===== config.mk =====
export PLATFORM = sky130hd
export DESIGN_NAME = ram_march_bist
export DESIGN_NICKNAME = d
export VERILOG_FILES = /design/src/rtl/ram_bist_pkg.sv /design/src/rtl/bist_addr_gen.sv /design/src/rtl/ram_march_bist.sv
export SDC_FILE = /design/constraint.sdc
export NUM_CORES = 1
export LEC_CHECK = 0
export ABC_AREA = 1
export CORE_UTILIZATION = 35
export DETAILED_ROUTE_END_ITERATION = 7
export GPL_ROUTABILITY_DRIVEN = 0
export HOLD_SLACK_MARGIN = 0.05
export PLACE_DENSITY = 0.7
export SLEW_MARGIN = 20
export SYNTH_ARGS = -nofsm -noshare
export SYNTH_HDL_FRONTEND = slang
export SYNTH_HIERARCHICAL = 1
export SYNTH_SLANG_ARGS = --single-unit

===== constraint.sdc =====
create_clock -name clk -period 3.6 [get_ports clk]
set_input_delay 0.72 -clock clk [delete_from_list [all_inputs] [get_ports clk]]
set_output_delay 0.72 -clock clk [all_outputs]
set_load 0.01 [all_outputs]

===== src/rtl/ram_bist_pkg.sv =====
// Shared encodings for the March C- BIST controller.
// Element tables are indexed by the element number (bit e = element e):
//   element 0 {up}(w0), 1 up(r0,w1), 2 up(r1,w0), 3 dn(r0,w1), 4 dn(r1,w0), 5 {up}(r0)
package ram_bist_pkg;

  localparam logic [2:0] E_W0      = 3'd0;
  localparam logic [2:0] E_R0W1    = 3'd1;
  localparam logic [2:0] E_R1W0    = 3'd2;
  localparam logic [2:0] E_R0W1D   = 3'd3;
  localparam logic [2:0] E_R1W0D   = 3'd4;
  localparam logic [2:0] E_R0F     = 3'd5;
  localparam logic [2:0] ELEM_LAST = E_R0F;

  // 1 = sweep D-1 -> 0
  localparam logic [5:0] ELEM_DOWN    = 6'b011000;
  // 1 = read then write per address
  localparam logic [5:0] ELEM_TWO_OPS = 6'b011110;
  // 1 = reads expect ~BG
  localparam logic [5:0] ELEM_RD_INV  = 6'b010100;
  // 1 = writes store ~BG
  localparam logic [5:0] ELEM_WR_INV  = 6'b001010;

  localparam logic OP_RD = 1'b0;
  localparam logic OP_WR = 1'b1;

  typedef enum logic [1:0] {IDLE, RUN, DONE} state_t;

  // Table lookup that yields 0 for the unused element codes 6 and 7.
  function automatic logic elem_bit(input logic [5:0] tbl, input logic [2:0] e);
    return (e <= ELEM_LAST) ? tbl[e] : 1'b0;
  endfunction

endpackage


===== src/rtl/bist_addr_gen.sv =====
// Loadable up/down address counter for the BIST sweeps.
// Ports:
//   clk, rst_n   clock, asynchronous active-low reset
//   i_load       reload counter (takes priority over i_step)
//   i_load_down  reload value: 1 = D-1, 0 = 0
//   i_step       advance one address in direction i_down
//   i_down       current sweep direction (also selects the terminal count)
//   o_adr        current address
//   o_tc         current address is the last one of the sweep
module bist_addr_gen #(
  parameter int unsigned N = 6
) (
  input  logic         clk,
  input  logic         rst_n,
  input  logic         i_load,
  input  logic         i_load_down,
  input  logic         i_step,
  input  logic         i_down,
  output logic [N-1:0] o_adr,
  output logic         o_tc
);

  logic [N-1:0] r_adr;

  always_ff @(posedge clk or negedge rst_n) begin
    if (!rst_n) begin
      r_adr <= '0;
    end else if (i_load) begin
      r_adr <= i_load_down ? '1 : '0;
    end else if (i_step) begin
      r_adr <= i_down ? r_adr - 1'b1 : r_adr + 1'b1;
    end
  end

  assign o_adr = r_adr;
  assign o_tc  = i_down ? (r_adr == '0) : (r_adr == '1);

endmodule


===== src/rtl/ram_march_bist.sv =====
// March C- built-in self-test controller driving a RAM with combinational read.
// Ports:
//   clk, rst_n        clock, asynchronous active-low reset
//   start             level request, sampled in IDLE or DONE
//   busy, done, pass  status; pass is meaningful while done=1
//   fail_elem/adr/exp/got  first mismatch: element, address, expected, read word
//   ram_we/adr/din    RAM write enable, address, write data
//   ram_dout          RAM read data for ram_adr
module ram_march_bist
  import ram_bist_pkg::*;
#(
  parameter int unsigned  N  = 6,
  parameter int unsigned  M  = 32,
  parameter logic [M-1:0] BG = '0
) (
  input  logic         clk,
  input  logic         rst_n,
  input  logic         start,
  output logic         busy,
  output logic         done,
  output logic         pass,
  output logic [2:0]   fail_elem,
  output logic [N-1:0] fail_adr,
  output logic [M-1:0] fail_exp,
  output logic [M-1:0] fail_got,
  output logic         ram_we,
  output logic [N-1:0] ram_adr,
  output logic [M-1:0] ram_din,
  input  logic [M-1:0] ram_dout
);

  state_t       r_state, w_state_nxt;
  logic [2:0]   r_elem, w_elem_nxt, w_elem_inc;
  logic         r_op, w_op_nxt;
  logic         r_pass;
  logic [2:0]   r_fail_elem;
  logic [N-1:0] r_fail_adr;
  logic [M-1:0] r_fail_exp, r_fail_got;

  logic         w_run, w_two_ops, w_down, w_tc, w_mis;
  logic         w_load, w_load_down, w_step, w_clear, w_capture, w_finish_ok;
  logic [N-1:0] w_adr;
  logic [M-1:0] w_exp, w_wdat;

  bist_addr_gen #(.N(N)) u_addr_gen (
    .clk         (clk),
    .rst_n       (rst_n),
    .i_load      (w_load),
    .i_load_down (w_load_down),
    .i_step      (w_step),
    .i_down      (w_down),
    .o_adr       (w_adr),
    .o_tc        (w_tc)
  );

  assign w_run      = (r_state == RUN);
  assign w_two_ops  = elem_bit(ELEM_TWO_OPS, r_elem);
  assign w_down     = elem_bit(ELEM_DOWN, r_elem);
  assign w_elem_inc = r_elem + 3'd1;
  assign w_exp      = elem_bit(ELEM_RD_INV, r_elem) ? ~BG : BG;
  assign w_wdat     = elem_bit(ELEM_WR_INV, r_elem) ? ~BG : BG;
  assign w_mis      = w_run && (r_op == OP_RD) && (ram_dout != w_exp);

  always_comb begin
    w_state_nxt = r_state;
    w_elem_nxt  = r_elem;
    w_op_nxt    = r_op;
    w_load      = 1'b0;
    w_load_down = 1'b0;
    w_step      = 1'b0;
    w_clear     = 1'b0;
    w_capture   = 1'b0;
    w_finish_ok = 1'b0;
    unique case (r_state)
      IDLE, DONE: begin
        if (start) begin
          w_state_nxt = RUN;
          w_elem_nxt  = E_W0;
          w_op_nxt    = OP_WR;
          w_load      = 1'b1;
          w_clear     = 1'b1;
        end
      end
      RUN: begin
        if (w_mis) begin
          w_state_nxt = DONE;
          w_capture   = 1'b1;
        end else if (w_two_ops && (r_op == OP_RD)) begin
          w_op_nxt = OP_WR;
        end else if (!w_tc) begin
          w_step = 1'b1;
          if (w_two_ops) w_op_nxt = OP_RD;
        end else if (r_elem == ELEM_LAST) begin
          w_state_nxt = DONE;
          w_finish_ok = 1'b1;
        end else begin
          // every element after the first opens with a read
          w_elem_nxt  = w_elem_inc;
          w_op_nxt    = OP_RD;
          w_load      = 1'b1;
          w_load_down = elem_bit(ELEM_DOWN, w_elem_inc);
        end
      end
      default: w_state_nxt = IDLE;
    endcase
  end

  always_ff @(posedge clk or negedge rst_n) begin
    if (!rst_n) begin
      r_state     <= IDLE;
      r_elem      <= E_W0;
      r_op        <= OP_RD;
      r_pass      <= 1'b0;
      r_fail_elem <= '0;
      r_fail_adr  <= '0;
      r_fail_exp  <= '0;
      r_fail_got  <= '0;
    end else begin
      r_state <= w_state_nxt;
      r_elem  <= w_elem_nxt;
      r_op    <= w_op_nxt;
      if (w_clear) begin
        r_pass      <= 1'b0;
        r_fail_elem <= '0;
        r_fail_adr  <= '0;
        r_fail_exp  <= '0;
        r_fail_got  <= '0;
      end else if (w_capture) begin
        r_pass      <= 1'b0;
        r_fail_elem <= r_elem;
        r_fail_adr  <= w_adr;
        r_fail_exp  <= w_exp;
        r_fail_got  <= ram_dout;
      end else if (w_finish_ok) begin
        r_pass <= 1'b1;
      end
    end
  end

  assign busy      = w_run;
  assign done      = (r_state == DONE);
  assign pass      = r_pass;
  assign fail_elem = r_fail_elem;
  assign fail_adr  = r_fail_adr;
  assign fail_exp  = r_fail_exp;
  assign fail_got  = r_fail_got;
  assign ram_we    = w_run && (r_op == OP_WR);
  assign ram_adr   = w_adr;
  assign ram_din   = w_run ? w_wdat : '0;

endmodule


Word level (Yosys, flattened, before mapping)
Memories as Yosys holds them, arrays and structs flattened.
Index checks and enable logic that the tools add are counted.
{"block": "classes", "muxes": 71, "n_lt_le_gt_ge": 4, "n_addsub": 3, "bitwise_logic": 1, "eq_ne": 15, "n_reduce_logical": 14}
{"op": "$mux 32", "count": 7}
{"op": "$mux 1", "count": 42}
{"op": "$mux 6", "count": 6}
{"op": "$ne 32x32->1", "count": 1}
{"op": "$mux 3", "count": 7}
{"op": "$mux 2", "count": 5}
{"op": "$lt 3x4->1 const B", "count": 2}
{"op": "$ne 2x2->1 const B", "count": 4}
{"op": "$add 6x1->6 const B", "count": 1}
{"op": "$eq 6x6->1 const B", "count": 1}
{"op": "$le 3x3->1 const B", "count": 2}
{"op": "$logic_not 6->1", "count": 1}
{"op": "$ne 3x1->1 const B", "count": 2}
{"op": "$pmux 3 s2", "count": 1}
{"op": "$reduce_and 6->1", "count": 1}
{"op": "$reduce_bool 2->1", "count": 3}
{"op": "$sub 6x1->6 const B", "count": 1}
{"op": "$reduce_and 5->1", "count": 1}
{"op": "$logic_and 1x1->1", "count": 4}
{"op": "$ne 4x1->1 const B", "count": 1}
{"op": "$ne 4x4->1 const B", "count": 1}
{"op": "$pmux 1 s2", "count": 2}
{"op": "$pmux 2 s2", "count": 1}
{"op": "$reduce_and 4->1", "count": 1}
{"op": "10 further kinds", "count": 10}
{"block": "totals", "out_inout_bits": 115, "rom_bits": 40, "reg_bits": 86, "word_cells": 122, "n_memories": 5, "in_bits": 35}
{"name": "(name not given)", "words": 8, "width": 1, "rd": 1, "rd_clocked_by_memory_dff": 0, "write_ports": 0, "line": "ram_bist_pkg.sv:30", "text": "return (e <= ELEM_LAST) ? tbl[e] : 1'b0;"}
{"name": "(name not given)", "words": 8, "width": 1, "rd": 1, "rd_clocked_by_memory_dff": 0, "write_ports": 0, "line": "ram_bist_pkg.sv:30"}
{"name": "(name not given)", "words": 8, "width": 1, "rd": 1, "rd_clocked_by_memory_dff": 0, "write_ports": 0, "line": "ram_bist_pkg.sv:30"}
{"name": "(name not given)", "words": 8, "width": 1, "rd": 1, "rd_clocked_by_memory_dff": 0, "write_ports": 0, "line": "ram_bist_pkg.sv:30"}
{"name": "(name not given)", "words": 8, "width": 1, "rd": 1, "rd_clocked_by_memory_dff": 0, "write_ports": 0, "line": "ram_bist_pkg.sv:30"}

Depth between registers and ports, before layout
{"block": "depth", "depth_word": 11, "ltp_mapped": 19, "mapped_depth_nobuf": 19}

Cells and area by module
The synthesis kept the hierarchy.
{"module": "ram_march_bist", "area_each_um2": 3049.2, "seq_area_each_um2": 1226.2, "instances": 1, "cells_per_inst": 401}
{"module": "bist_addr_gen", "area_each_um2": 488.0, "seq_area_each_um2": 150.1, "instances": 1, "cells_per_inst": 66}

Worst setup path before layout
OpenSTA, ideal clock, no wires.
{"block": "synth_timing", "path_type": "reg2out", "startpoint": "reg r_state[1]", "endpoint": "out ram_din[10]", "path_slack_ps": 194, "arrival_time_ps": 2686, "stages_incl_launch_ff": 5, "required_ps": 2880, "n_path_buf": 1, "cell_sequence": "dfrtp_1 > inv_1 > nand2_2 > nor3_1 > buf_4"}
{"block": "synth_via", "elab_chain_cells": 2}
{"item": "from (decl)", "line": "ram_march_bist.sv:32", "text": "state_t r_state, w_state_nxt;"}
{"item": "from (signal assigned)", "line": "ram_march_bist.sv:119", "text": "r_state <= w_state_nxt;"}
{"item": "$eq 2x1->1", "line": "ram_march_bist.sv:56", "text": "assign w_run = (r_state == RUN);"}
{"item": "$mux 32", "line": "ram_march_bist.sv:149", "text": "assign ram_din = w_run ? w_wdat : '0;"}
{"item": "to (decl)", "line": "ram_march_bist.sv:28", "text": "output logic [M-1:0] ram_din,"}
No other way between the ends.

Worst setup path after layout
{"block": "layout_timing", "startpoint": "reg r_elem[1]", "endpoint": "reg u_addr_gen.r_adr[3] (netlist: u_addr_gen/o_adr[3])"}
{"block": "layout_via", "elab_cells_between_ends": 40, "classes_between": "add/sub: 1; order compare: 2; eq/ne: 2; mux: 28; reduce/logical: 3; memory: 4"}
{"item": "from (decl)", "line": "ram_march_bist.sv:33", "text": "logic [2:0] r_elem, w_elem_nxt, w_elem_inc;"}
{"item": "from (signal assigned)", "line": "ram_march_bist.sv:120", "text": "r_elem <= w_elem_nxt;"}
{"item": "$mem_v2 8x1"}
{"item": "$mux 1 (implied by the code)", "line": "ram_bist_pkg.sv:30"}
{"item": "$mux 1 *", "line": "ram_bist_pkg.sv:30"}
{"item": "named net w_down", "line": "ram_march_bist.sv:40", "text": "logic w_run, w_two_ops, w_down, w_tc, w_mis;"}
{"item": "$mux 1 *", "line": "bist_addr_gen.sv:36", "text": "assign o_tc = i_down ? (r_adr == '0) : (r_adr == '1);"}
{"item": "named net w_tc", "line": "ram_march_bist.sv:40"}
{"item": "$mux 1 *", "line": "ram_march_bist.sv:90", "text": "end else if (!w_tc) begin"}
{"item": "$mux 1 *", "line": "ram_march_bist.sv:88", "text": "end else if (w_two_ops && (r_op == OP_RD)) begin"}
{"item": "$mux 1 *", "line": "ram_march_bist.sv:85", "text": "if (w_mis) begin"}
{"item": "$pmux 1 s2 *", "line": "ram_march_bist.sv:74", "text": "unique case (r_state)"}
{"item": "named net w_load", "line": "ram_march_bist.sv:41", "text": "logic w_load, w_load_down, w_step, w_clear, w_capture, w_finish_ok;"}
{"item": "$mux 6 / $reduce_bool 2->1 (equally long branches)"}
{"item": "to (signal assigned)", "line": "bist_addr_gen.sv:29", "text": "r_adr <= i_load_down ? '1 : '0;"}
{"item": "to (signal assigned)", "line": "bist_addr_gen.sv:31", "text": "r_adr <= i_down ? r_adr - 1'b1 : r_adr + 1'b1;"}
{"item": "to (decl)", "line": "bist_addr_gen.sv:23", "text": "logic [N-1:0] r_adr;"}
The timed path passes the listed nets; every way through them passes the cells marked *. The select of a mux whose other input is x is not followed.
A chain may end at the register's enable or synchronous reset.

==> implementation parameters <==
Parameter                              Value

Outcome
  Outcome ... finished, final reports clean

CTS
  Clock latency of the later-clocked register in the worst-skew pair ... 310 ps
  Clock tree from TritonCTS ... yes
  CTS buffer count ... 5
  Post-CTS setup buffers ... 0
  # hold bufs at CTS ... 0
  Number of clock sinks seen by CTS ... 55
  Post-cts sizing count ... 0
  Root buffer cell ... sky130_fd_sc_hd__clkbuf_8
  Maximum level of the CTS H-tree ... 2
  Max Buffers Root-to-Sink ... 2
  CTS clock-pin slew for the worst setup and hold paths ... 90 ps

Setup path
  Crit end category ... register
  Critical path required time ... 3800 ps
  CP Launch Type ... register
  Reg2reg setup slack ... 620 ps
  Worst R2R Path Depth ... 18
  Largest driver fanout on the critical path ... 6
  RR Startpoint ... r_elem[1]
  Worst r2r dst ... u_addr_gen/o_adr[3]
  Type of the setup path with the least slack ... reg2reg
  Launching element of the worst setup path ... r_elem[1]
  Crit path to ... u_addr_gen/o_adr[3]
  Critical Path AT ... 3180 ps

Timing
  Setup repair after global routing missed its margin ... no
  Minimum hold slack ... 506 ps
  Sum of negative setup slack ... 0 ps
  Clock skew after layout ... 14.4 ps
  Total count of max-transition violations in the final report ... 0
  Post-route worst setup slack ... 615 ps
  Relative max-transition margin ... 0.357
  Total setup violations reported at the end of the flow ... 0
  Crit share post-route ... 0.829
  Number of hold-slack violations in the final timing report ... 0
  Post-route minimum period ... 2980 ps
  Transition time at the pin with the least slew margin ... 965 ps
  Highest clock frequency the design can meet ... 335 MHz

Run
  Maxcap violations ... 0

Placement
  Port-buffer cells ... 149
  Post-placement setup slack ... 636 ps
  Placed cell area ... 4660 µm²
  Sum of net half-perimeters after detailed placement ... 6300 µm

Floorplan
  Floorplan Core Area ... 9770 µm²
  Die boundary width ... 103 µm
  I/O pin count ... 150
  Area of the die ... 10,500 µm²
  Height of the die ... 103 µm
  Site Rows ... 36
  Starting density of the core ... 0.362

Drt
  Remaining design rule violation count ... 0
  Detailed-router iteration count before antenna repair ... 4
  Initial DRC count ... 152
  Routed via count ... 3,193
  Routed Antenna Nets ... 0
  WL final ... 8750 µm
  Routed length per placed instance ... 12.8 µm
  Via density ... 4.68

Logic synthesis
  Post-synthesis async set-or-reset flop share ... 1.00
  Top area cells in the synthesized netlist ... sky130_fd_sc_hd__dfrtp_1, sky130_fd_sc_hd__nand3_1, sky130_fd_sc_hd__buf_4
  Cell types with the highest counts after synthesis ... sky130_fd_sc_hd__nand2_1, sky130_fd_sc_hd__nand3_1, sky130_fd_sc_hd__buf_4
  Synth Warn # ... 6
  Top-area cell type share of the netlist area ... 0.389
  Total nets after synthesis ... 511
  Yosys reg bits ... 55
  Netlist cell types ... 30
  Syn Inst Count ... 467
  Largest area contributor in the netlist ... sky130_fd_sc_hd__dfrtp_1
  Post-synthesis cell area ... 3540 µm²
  Most instantiated flip-flop cell in the synthesis netlist ... sky130_fd_sc_hd__dfrtp_1
  Register area share after synthesis ... 0.389
  Number of synthesized flops with an enable pin ... 0
  Cell with the most instances after synthesis ... sky130_fd_sc_hd__nand2_1
  Synthesized area divided by synthesized cell count ... 7.57 µm²

Global routing
  Via count of the first global-routing pass ... 2,883
  Overall Global Routing Usage ... 0.167
  Pin count of the biggest net entering global routing ... 46
  Global route total overflow ... 0
  Global-route track usage on met3 ... 0.0292
  GR Layer Usage met1 ... 0.226
  Wire length of the first global-routing pass ... 13,800 µm
  Antenna violations before repair ... 0
  Global-route layer with the greatest usage ... met2
  Met2 demand-to-capacity share in global routing ... 0.276

Power and ir drop
  PwrDens ... 692 nW/µm²
  Leakage power summed over all cells ... 2.28 nW
  Maximum vdd ir drop ... 0.323 mV

Final layout
  Fraction of layout instances using a drive strength above 1 ... 0.0601
  Final design instance area without fill ... 4760 µm²
  Number of inserted diodes ... 0
  Final #Nets ... 593
  Synthesis-to-layout area growth ... 34.7%
  Core utilization of the finished layout ... 0.487

Hold path
  Class of the most critical hold timing path ... reg2reg
  Worst hold path startpoint ... fail_got[19]
==> state kept, by name, indices dropped and copies added (netlist names) <==
signal and count:
r_state 2, fail_elem 3, r_op 1, r_elem 3, fail_got 32, fail_adr 6
fail_exp 1, pass 1, u_addr_gen/o_adr 6
==> report_power, final <==
part / internal (W) / leakage (nW) / switching (W) / total (W)
logic: 0.000936 / 1.50 / 0.000951 / 0.00189
clock network: 0.000204 / 0.0513 / 0.000195 / 0.000399
registers: 0.000819 / 0.728 / 0.000191 / 0.00101
total: 0.00196 / 2.28 / 0.00134 / 0.00330
==> layout by cell type (no fill, tap or decap), drive strengths merged, types with 6 or more instances in the layout <==
cell type	count
nand2	120
o21ai	6
clkdlybuf4s50	148
dfrtp	55
ha	8
a21oi	10
nand3	97
buf	7
clkbuf	6
inv	27
nor2	47
==> cell type report <==
cell class	count	area (µm²)
Inverter	27	101
Timing Repair Buffer	155	1530
Clock buffer	6	72.6
Clock inverter	1	30.0
Multi-Input combinational cell	305	1490
Fill cell	980	5010
Sequential cell	55	1380
Tap cell	133	166
==> worst min path at each step <==
stage | endpoint | slack [ps] | cells past startpoint
finish | fail_got[19] | 510 | 2
floorplan | fail_adr[0] | 420 | 0
global route | fail_got[16] | 530 | 2
global placement | fail_got[22] | 480 | 2
detailed placement | fail_got[1] | 490 | 2
CTS | fail_got[1] | 510 | 2
==> logic make-up after synthesis <==
family	Yosys count	share of synthesized area
flip-flops	55	0.389
AND/OR/NAND/NOR	273	0.345
XOR/XNOR	3	0.00743
adder cells (fa/ha/maj)	9	0.0340
buffers and inverters	107	0.193
AO/OA/AOI/OAI	19	0.0287
multiplexers	1	0.00283
==> critical path, stage by stage, from the launching register on <==
cell	delay [ps]
sky130_fd_sc_hd__dfrtp_1	420
sky130_fd_sc_hd__inv_1	100
sky130_fd_sc_hd__ha_1	230
sky130_fd_sc_hd__nor2_4	110
sky130_fd_sc_hd__nand2_2	80
sky130_fd_sc_hd__nand2_1	80
sky130_fd_sc_hd__inv_1	110
sky130_fd_sc_hd__inv_1	140
sky130_fd_sc_hd__nand3_1	80
sky130_fd_sc_hd__o21ai_0	370
sky130_fd_sc_hd__nand2_1	130
sky130_fd_sc_hd__a22oi_1	340
sky130_fd_sc_hd__nand2_1	170
sky130_fd_sc_hd__inv_1	170
sky130_fd_sc_hd__inv_1	50
sky130_fd_sc_hd__nand2_1	90
sky130_fd_sc_hd__inv_1	70
sky130_fd_sc_hd__nand3b_1	90
sky130_fd_sc_hd__nand2_1	50
==> layer usage <==
metal  up-vias  wire (µm)  part of all wire
met1      1480       4050              0.46
met4         0         70            0.0080
li1       1605          -                 -
met3         8        518             0.059
met5         -          0                 0
met2       100       4110              0.47
==> metrics by stage <==
step | power, W | std cells
after floorplan | 0.00221 | 467
after global placement | 0.00290 | 675
after detailed placement | 0.00293 | 675
after CTS | 0.00333 | 682
after global routing | 0.00357 | 682
final | 0.00330 | 682
Power figures use the tool's default switching activity.
